## config.mk

```make
export PLATFORM = sky130hd
export DESIGN_NAME = axis_buffer_writer
export DESIGN_NICKNAME = d
export VERILOG_FILES = /design/src/rtl/axis_buffer_writer.sv
export SDC_FILE = /design/constraint.sdc
export NUM_CORES = 1
export LEC_CHECK = 0
export CAP_MARGIN = 15
export CORE_ASPECT_RATIO = 0.9
export CORE_UTILIZATION = 45
export CTS_CLUSTER_DIAMETER = 50
export DETAILED_ROUTE_END_ITERATION = 10
export GPL_ROUTABILITY_DRIVEN = 0
export GPL_TIMING_DRIVEN = 0
export PLACE_DENSITY = 0.83
export REMOVE_ABC_BUFFERS = 1
export SLEW_MARGIN = 5
export SYNTH_ARGS = -nofsm -noshare
export SYNTH_HDL_FRONTEND = slang
export SYNTH_SLANG_ARGS = --single-unit
```

## constraint.sdc

```tcl
create_clock -name clk -period 5.4 [get_ports clk]
set_input_delay 1.08 -clock clk [delete_from_list [all_inputs] [get_ports clk]]
set_output_delay 1.08 -clock clk [all_outputs]
set_load 0.05 [all_outputs]
```

## src/rtl/axis_buffer_writer.sv

```systemverilog
// Stream-to-SRAM writer: places each accepted AXI4-Stream beat at a linear address from a latched base.
// Optional in-stream ID consistency check is enabled by defining AXIS_BUFFER_WRITER_ID_CHECK_EN.
module axis_buffer_writer #(
    parameter int DATA_WIDTH = 128,
    parameter int USER_WIDTH = 4,
    parameter int ID_WIDTH   = 4,
    parameter int ADDR_WIDTH = 16,
    parameter int LEN_WIDTH  = 16
) (
    input  logic                  clk,
    input  logic                  rst_n,
    input  logic [DATA_WIDTH-1:0] in_data,
    input  logic                  in_last,
    input  logic [USER_WIDTH-1:0] in_user,
    input  logic [ID_WIDTH-1:0]   in_id,
    input  logic                  in_valid,
    output logic                  in_ready,
    input  logic                  start,
    input  logic [ADDR_WIDTH-1:0] base_addr,
    input  logic [LEN_WIDTH-1:0]  beat_count,
    output logic                  busy,
    output logic                  done,
    output logic [LEN_WIDTH-1:0]  beats_written,
    output logic                  err_early_last,
    output logic                  err_missing_last,
    output logic                  err_id,
    output logic                  mem_we,
    output logic [ADDR_WIDTH-1:0] mem_addr,
    output logic [DATA_WIDTH-1:0] mem_wdata
);

    typedef enum logic [1:0] {IDLE, RUN, DRAIN, DONE} state_t;

    localparam logic [LEN_WIDTH-1:0]  LEN_ONE  = 1;
    localparam logic [ADDR_WIDTH-1:0] ADDR_ONE = 1;

    state_t                r_state;
    state_t                w_nextState;
    logic [LEN_WIDTH-1:0]  r_len;
    logic [LEN_WIDTH-1:0]  r_beatsWritten;
    logic [ADDR_WIDTH-1:0] r_nextAddr;
    logic [ADDR_WIDTH-1:0] r_addr;
    logic [DATA_WIDTH-1:0] r_wdata;
    logic                  r_we;
    logic                  r_errEarly;
    logic                  r_errMissing;
    logic                  w_accept;
    logic                  w_finalBeat;
    logic                  w_startIdle;

    // Accept is derived from the state register so in_ready never depends on in_valid.
    assign w_accept    = in_valid && ((r_state == RUN) || (r_state == DRAIN));
    assign w_finalBeat = (r_beatsWritten == (r_len - LEN_ONE));
    assign w_startIdle = start && (r_state == IDLE);

    always_ff @(posedge clk or negedge rst_n) begin
        if (!rst_n) begin
            r_state <= IDLE;
        end else begin
            r_state <= w_nextState;
        end
    end

    always_comb begin
        w_nextState = r_state;
        in_ready    = 1'b0;
        busy        = 1'b0;
        done        = 1'b0;
        case (r_state)
            IDLE: begin
                if (start) begin
                    w_nextState = (beat_count == '0) ? DONE : RUN;
                end
            end
            RUN: begin
                in_ready = 1'b1;
                busy     = 1'b1;
                if (w_accept) begin
                    if (in_last) begin
                        w_nextState = DONE;
                    end else if (w_finalBeat) begin
                        w_nextState = DRAIN;
                    end
                end
            end
            DRAIN: begin
                in_ready = 1'b1;
                busy     = 1'b1;
                if (w_accept && in_last) begin
                    w_nextState = DONE;
                end
            end
            DONE: begin
                busy        = 1'b1;
                done        = 1'b1;
                w_nextState = IDLE;
            end
            default: w_nextState = IDLE;
        endcase
    end

    // Write port is fully registered; the final write lands in the same cycle as done.
    always_ff @(posedge clk or negedge rst_n) begin
        if (!rst_n) begin
            r_len          <= '0;
            r_beatsWritten <= '0;
            r_nextAddr     <= '0;
            r_addr         <= '0;
            r_wdata        <= '0;
            r_we           <= 1'b0;
            r_errEarly     <= 1'b0;
            r_errMissing   <= 1'b0;
        end else begin
            r_we <= 1'b0;
            if (w_startIdle) begin
                r_beatsWritten <= '0;
                r_errEarly     <= 1'b0;
                r_errMissing   <= 1'b0;
                if (beat_count != '0) begin
                    r_len      <= beat_count;
                    r_nextAddr <= base_addr;
                end
            end else if (w_accept && (r_state == RUN)) begin
                r_we           <= 1'b1;
                r_addr         <= r_nextAddr;
                r_wdata        <= in_data;
                r_nextAddr     <= r_nextAddr + ADDR_ONE;
                r_beatsWritten <= r_beatsWritten + LEN_ONE;
                if (in_last && !w_finalBeat) begin
                    r_errEarly <= 1'b1;
                end
                if (!in_last && w_finalBeat) begin
                    r_errMissing <= 1'b1;
                end
            end
        end
    end

`ifdef AXIS_BUFFER_WRITER_ID_CHECK_EN
    logic [ID_WIDTH-1:0] r_id;
    logic                r_errId;
    logic                w_unused;

    assign w_unused = ^in_user;

    // The first beat of a transfer (always in RUN with nothing written yet) sets the reference ID.
    always_ff @(posedge clk or negedge rst_n) begin
        if (!rst_n) begin
            r_id    <= '0;
            r_errId <= 1'b0;
        end else if (w_startIdle) begin
            r_errId <= 1'b0;
        end else if (w_accept) begin
            if ((r_state == RUN) && (r_beatsWritten == '0)) begin
                r_id <= in_id;
            end else if (in_id != r_id) begin
                r_errId <= 1'b1;
            end
        end
    end

    assign err_id = r_errId;
`else
    logic w_unused;

    assign w_unused = ^{in_user, in_id};
    assign err_id   = 1'b0;
`endif

    assign beats_written    = r_beatsWritten;
    assign err_early_last   = r_errEarly;
    assign err_missing_last = r_errMissing;
    assign mem_we           = r_we;
    assign mem_addr         = r_addr;
    assign mem_wdata        = r_wdata;

endmodule

```

---- After elaboration in Yosys (flattened, before gate mapping) ----
Index checks and enable logic that the tools add are counted.
word-level totals
  register bits ........................... 197
  input bits .............................. 173
  output and inout port bits .............. 167
  word-level logic and storage cells ...... 68
operators by class
  $add $sub $neg .......................... 3
  equal/unequal tests ..................... 9
  muxes and demuxes ....................... 23
  bitwise logic cells ..................... 1
  reductions and logical operators ........ 23
operator list
  operator                                                                count
  16-bit 2-to-1 mux                                                       5
  16-bit by 1-bit adder with 16-bit output (second input constant)        2
  16-bit equality test                                                    1
  16-bit zero test                                                        1
  16-bit nonzero test                                                     1
  16-bit by 1-bit subtractor with 16-bit output (second input constant)   1
  2-bit 2-to-1 mux                                                        6
  1-bit 2-to-1 mux                                                        11
  2-bit AND reduction                                                     5
  2-bit case mux with 4 select lines                                      1
  1-bit logical AND                                                       6
  2-bit nonzero test                                                      3
  2-bit equality test (second input constant)                             2
  2-bit by 1-bit != test with 1-bit output (second input constant)        2
  2-bit != test (second input constant)                                   2
  4-bit AND reduction                                                     1
  3-bit != test (second input constant)                                   1
  3-bit OR reduction                                                      1
  2-bit by 1-bit equality test with 1-bit output (second input constant)  1
  1-bit zero test                                                         2
  2-bit zero test                                                         1
  2-bit OR reduction                                                      1
  1-bit logical OR                                                        1
  1-bit inverter                                                          1

---- Logic depth before layout (Yosys ltp) ----
  word-level depth ........................ 7
  depth in mapped cells ................... 10
  mapped depth without buffers ............ 9

---- Worst setup path before layout ----
Ideal clock, no wire load.
  path kind ............................... flip-flop to flip-flop
  from .................................... reg r_len[0]
  to ...................................... reg r_state[0]
  setup time .............................. 0.125 ns
  arrival time ............................ 2.616 ns
  data required time ...................... 5.275 ns
  slack ................................... 2.659 ns
  cell stages (with the launch flop) ...... 11
  buffers on the path ..................... 1
  clock period less this slack ............ 2.741 ns
  path through ............................ dfrtp_1 inv_1 ha_1 or4b_1 buf_2 or4b_4 nor4b_2 o22ai_1 nor4_4 mux2i_1 a21oi_1
on the way
  cells in the longest elaborated chain, start to end .. 4
RTL lines
  element                                        line  text
  start, declared                                39    logic [LEN_WIDTH-1:0] r_len;
  start signal, assigned                         120   r_len <= beat_count;
  16-bit by 1-bit subtractor with 16-bit output  53    assign w_finalBeat = (r_beatsWritten == (r_len - LEN_ONE));
  16-bit equality test                           53
  3-bit != test (no line)                        --
  4-bit AND reduction (no line)                  --
  end signal, assigned                           60    r_state <= w_nextState;
  end, declared                                  37    state_t r_state;
Every way passes these cells.
A chain may end at the register's enable or synchronous reset.

---- Final worst setup path ----
  from .................................... in start
  to ...................................... reg r_nextAddr[14]
on the way
  cells in the longest elaborated chain, start to end .. 3
  elaborated cells on any way between the ends .. 5
  classes of those cells .................. 1 x eq/ne; 1 x mux; 3 x reduce/logical
RTL lines
  element                                                                                          line  text
  start, declared                                                                                  18    input logic start,
  1-bit logical AND (*)                                                                            54    assign w_startIdle = start && (r_state == IDLE);
  2-bit by 1-bit != test with 1-bit output (no line) / 2-bit nonzero test (equally long branches)  --
  2-bit AND reduction (no line)                                                                    --
  end signal, assigned                                                                             121   r_nextAddr <= base_addr;
  end signal, assigned                                                                             127   r_nextAddr <= r_nextAddr + ADDR_ONE;
  end, declared                                                                                    41    logic [ADDR_WIDTH-1:0] r_nextAddr;
Every way passes the cells marked *; elsewhere a longest branch is shown, timed or not.

==> flow_metrics.py <==
metrics = {
    "outcome": {
        "status": "completed",
    },
    "cells_and_area": {
        "nNetsFinal": 1167,
        "final_cell_mix": "clkdlybuf4s50_1 (329), dfrtp_1 (197), mux2_2 (158)",
        "drive_above_1_share_pct": 20.92,
        "fill_cells": 1375,
        "area_delta_synth_final_pct": 50.54,
        "multi_input_comb_area_um2": 3411,
        "utilization_pct": 69.43,
        "final_common_cell": "clkdlybuf4s50_1",
        "seqCellArea_um2": 4930,
    },
    "floorplan": {
        "fp.coreArea_um2": 18410,
        "dieArea_um2": 19420,
        "top_level_ports": 340,
        "die_w_um": 146.8,
        "die_y_um": 132.3,
        "rows": 47,
        "start_util_pct": 46.12,
    },
    "logic_synthesis": {
        "synth_cell_types": 53,
        "ys.flop_type": "dfrtp_1",
        "yosys_warnings": 0,
        "synth-edff-count": 0,
        "synth_seq_area_share_pct": 58.07,
        "async_flop_share_pct": 100.0,
        "syn-instance-count": 661,
        "avgSynthCellArea_um2": 12.84,
        "ys_ff_latch": 197,
        "synthesis.area_um2": 8489,
    },
    "pwr": {
        "ir_worst_vdd_mv": 0.4653,
        "p_per_area_nw_per_um2": 709.7,
        "p_leak_uw": 0.005227,
    },
    "worst_setup_path": {
        "path_class": "in -> reg",
        "r2r-start": "r_len[0]",
        "crit_family": "simple AND/OR/NAND/NOR gates",
        "cp-startpoint": "start",
        "crit_chain": "clkdlybuf4s50_1 > and2_1 > buf_16 > nor2_4 > buf_12 > nor2_1 > a21oi_1 > o2bb2a_1",
        "cp.arrival_ns": 3.74,
        "worstPathBufferInverterCount": 3,
        "crit_path_start_kind": "input pin",
        "path_max_fanout": 24,
        "cp_slowest_stage_delay_ns": 0.67,
        "end_kind": "flop",
        "slowest_stage": "nor2_1",
        "required_ns": 5.71,
    },
    "detailed_routing": {
        "postRouteAntennaNets": 0,
        "post_drt_wl_per_cell_um": 18.27,
        "drcViolationCount": 0,
        "wl_mm": 22.74,
        "drt-initial-drc-count": 264,
        "via_count": 6391,
        "viasPerCell": 5.133,
        "first_pass_iters": 4,
    },
    "placement": {
        "io_buffers": 330,
        "place.detailed.hpwl_mm": 17.00,
        "pre_cts_slack_ns": 1.565,
    },
    "global_route": {
        "antenna_found_initial": 1,
        "grt_pass1_vias": 6754,
        "grt_max_degree": 109,
        "grt_usage_pct": 24.17,
        "gr-total-overflow": 0,
        "grt_pass1_wl_mm": 36.33,
    },
    "timing": {
        "period_needed_ns": 3.428,
        "min_period_over_period_pct": 63.49,
        "finalHoldViolations": 0,
        "fin_ws_ns": 1.972,
        "fin_tns_setup_ns": 0,
        "skew_ns": 0.01518,
        "hold_slack_ns": 0.4998,
        "timing.fmax_ghz": 0.2917,
        "setup_viol": 0,
        "rsz0062_at_grt": "false",
        "slew_headroom_pct": 34.20,
        "worstMarginPinSlew_ns": 0.9847,
        "maxSlewViolCount": 0,
    },
    "clock_network": {
        "tritoncts": "yes",
        "clock-sinks": 197,
        "hold_buffers": 0,
        "cts_root_buf": "clkbuf_16",
        "numCtsBuffers": 17,
        "clk_pin_slew_ns": 0.07,
        "cts_buffer_depth": 2,
        "worstSkewPairLatency_ns": 0.43,
        "ctsResizeCount": 0,
        "ctsHtreeMaxLevel": 4,
        "cts_setup_buffers": 0,
    },
    "run": {
        "drv_cap": 0,
    },
    "min_path": {
        "worstHoldPathType": "reg -> reg",
        "min_from": "err_early_last",
    },
}
==> metal layers <==
layer / up-vias / track usage [%] / wire [um]
li1: 3002 / - / -
met1: 3131 / 29.55 / 9234
met2: 230 / 40.84 / 11410
met3: 28 / 7.543 / 1553
met4: 0 / 7.350 / 542
met5: - / 0 / 0
==> final timing paths <==
kind,end,slack [ns],depth (start not counted)
worst max-delay path,r_nextAddr[14],1.97,8
worst max register to register,r_state[0],2.24,9
worst min register to register,err_early_last,0.50,1
min in group asynchronous,mem_wdata[0],0.68,1
max in group asynchronous,mem_addr[0],3.69,2
worst min-delay path,err_early_last,0.50,1
==> cells in the mapped netlist, types with 10 or more instances <==
cell / instances / area [um^2]
nand2_1: 31 / 116.4
clkbuf_1: 27 / 101.4
nor2_1: 46 / 172.7
xnor2_1: 21 / 183.9
mux2_2: 158 / 1779
nand3_1: 18 / 90.09
nor4_1: 11 / 68.82
o21ai_0: 17 / 85.08
xor2_1: 10 / 87.58
a21oi_1: 26 / 130.1
dfrtp_1: 197 / 4930
==> final cells by class <==
class | instances | share of cell area (%)
Antenna cell | 1 | 0.01958
Clock buffer | 18 | 3.358
Timing Repair Buffer | 338 | 27.28
Tap cell | 245 | 2.399
Inverter | 9 | 0.2643
Multi-Input combinational cell | 423 | 26.69
Sequential cell | 197 | 38.57
Clock inverter | 14 | 1.420
==> sequential cells by signal, indices dropped and copies added, names as in the netlist <==
register,count
beats_written,16
mem_we,1
mem_wdata,128
r_len,16
r_nextAddr,16
err_early_last,1
r_state,2
mem_addr,16
err_missing_last,1
==> report_power, final <==
| part | internal (uW) | leakage (uW) | switching, uW | total, uW |
|---|---|---|---|---|
| clock | 673 | 0.000297 | 625 | 1300 |
| combinational | 1980 | 0.00255 | 3140 | 5130 |
| sequential | 2170 | 0.00238 | 473 | 2650 |
==> through the flow <==
step           cells  cell area, um^2  total power, uW
6_report        1245            12780             9069
2_1_floorplan    629             8364             6060
4_1_cts         1244            12780             9137
5_1_grt         1245            12780             9478
3_5_place_dp    1212            12170             7807
3_3_place_gp    1204            11970             7827
==> cells by family (layout without fill, tap and decap cells) <==
group	after synthesis	count (layout)	share of synthesized area, %
simple gates	147	147	8.931
flops	197	197	58.07
other cells	1	2	0.04417
fa+ha+maj	8	8	1.179
compound gates	74	74	5.276
buf+inv	41	379	1.872
mux	162	162	21.43
xor+xnor	31	31	3.198
Note: power is estimated with default switching activity, not from simulation.
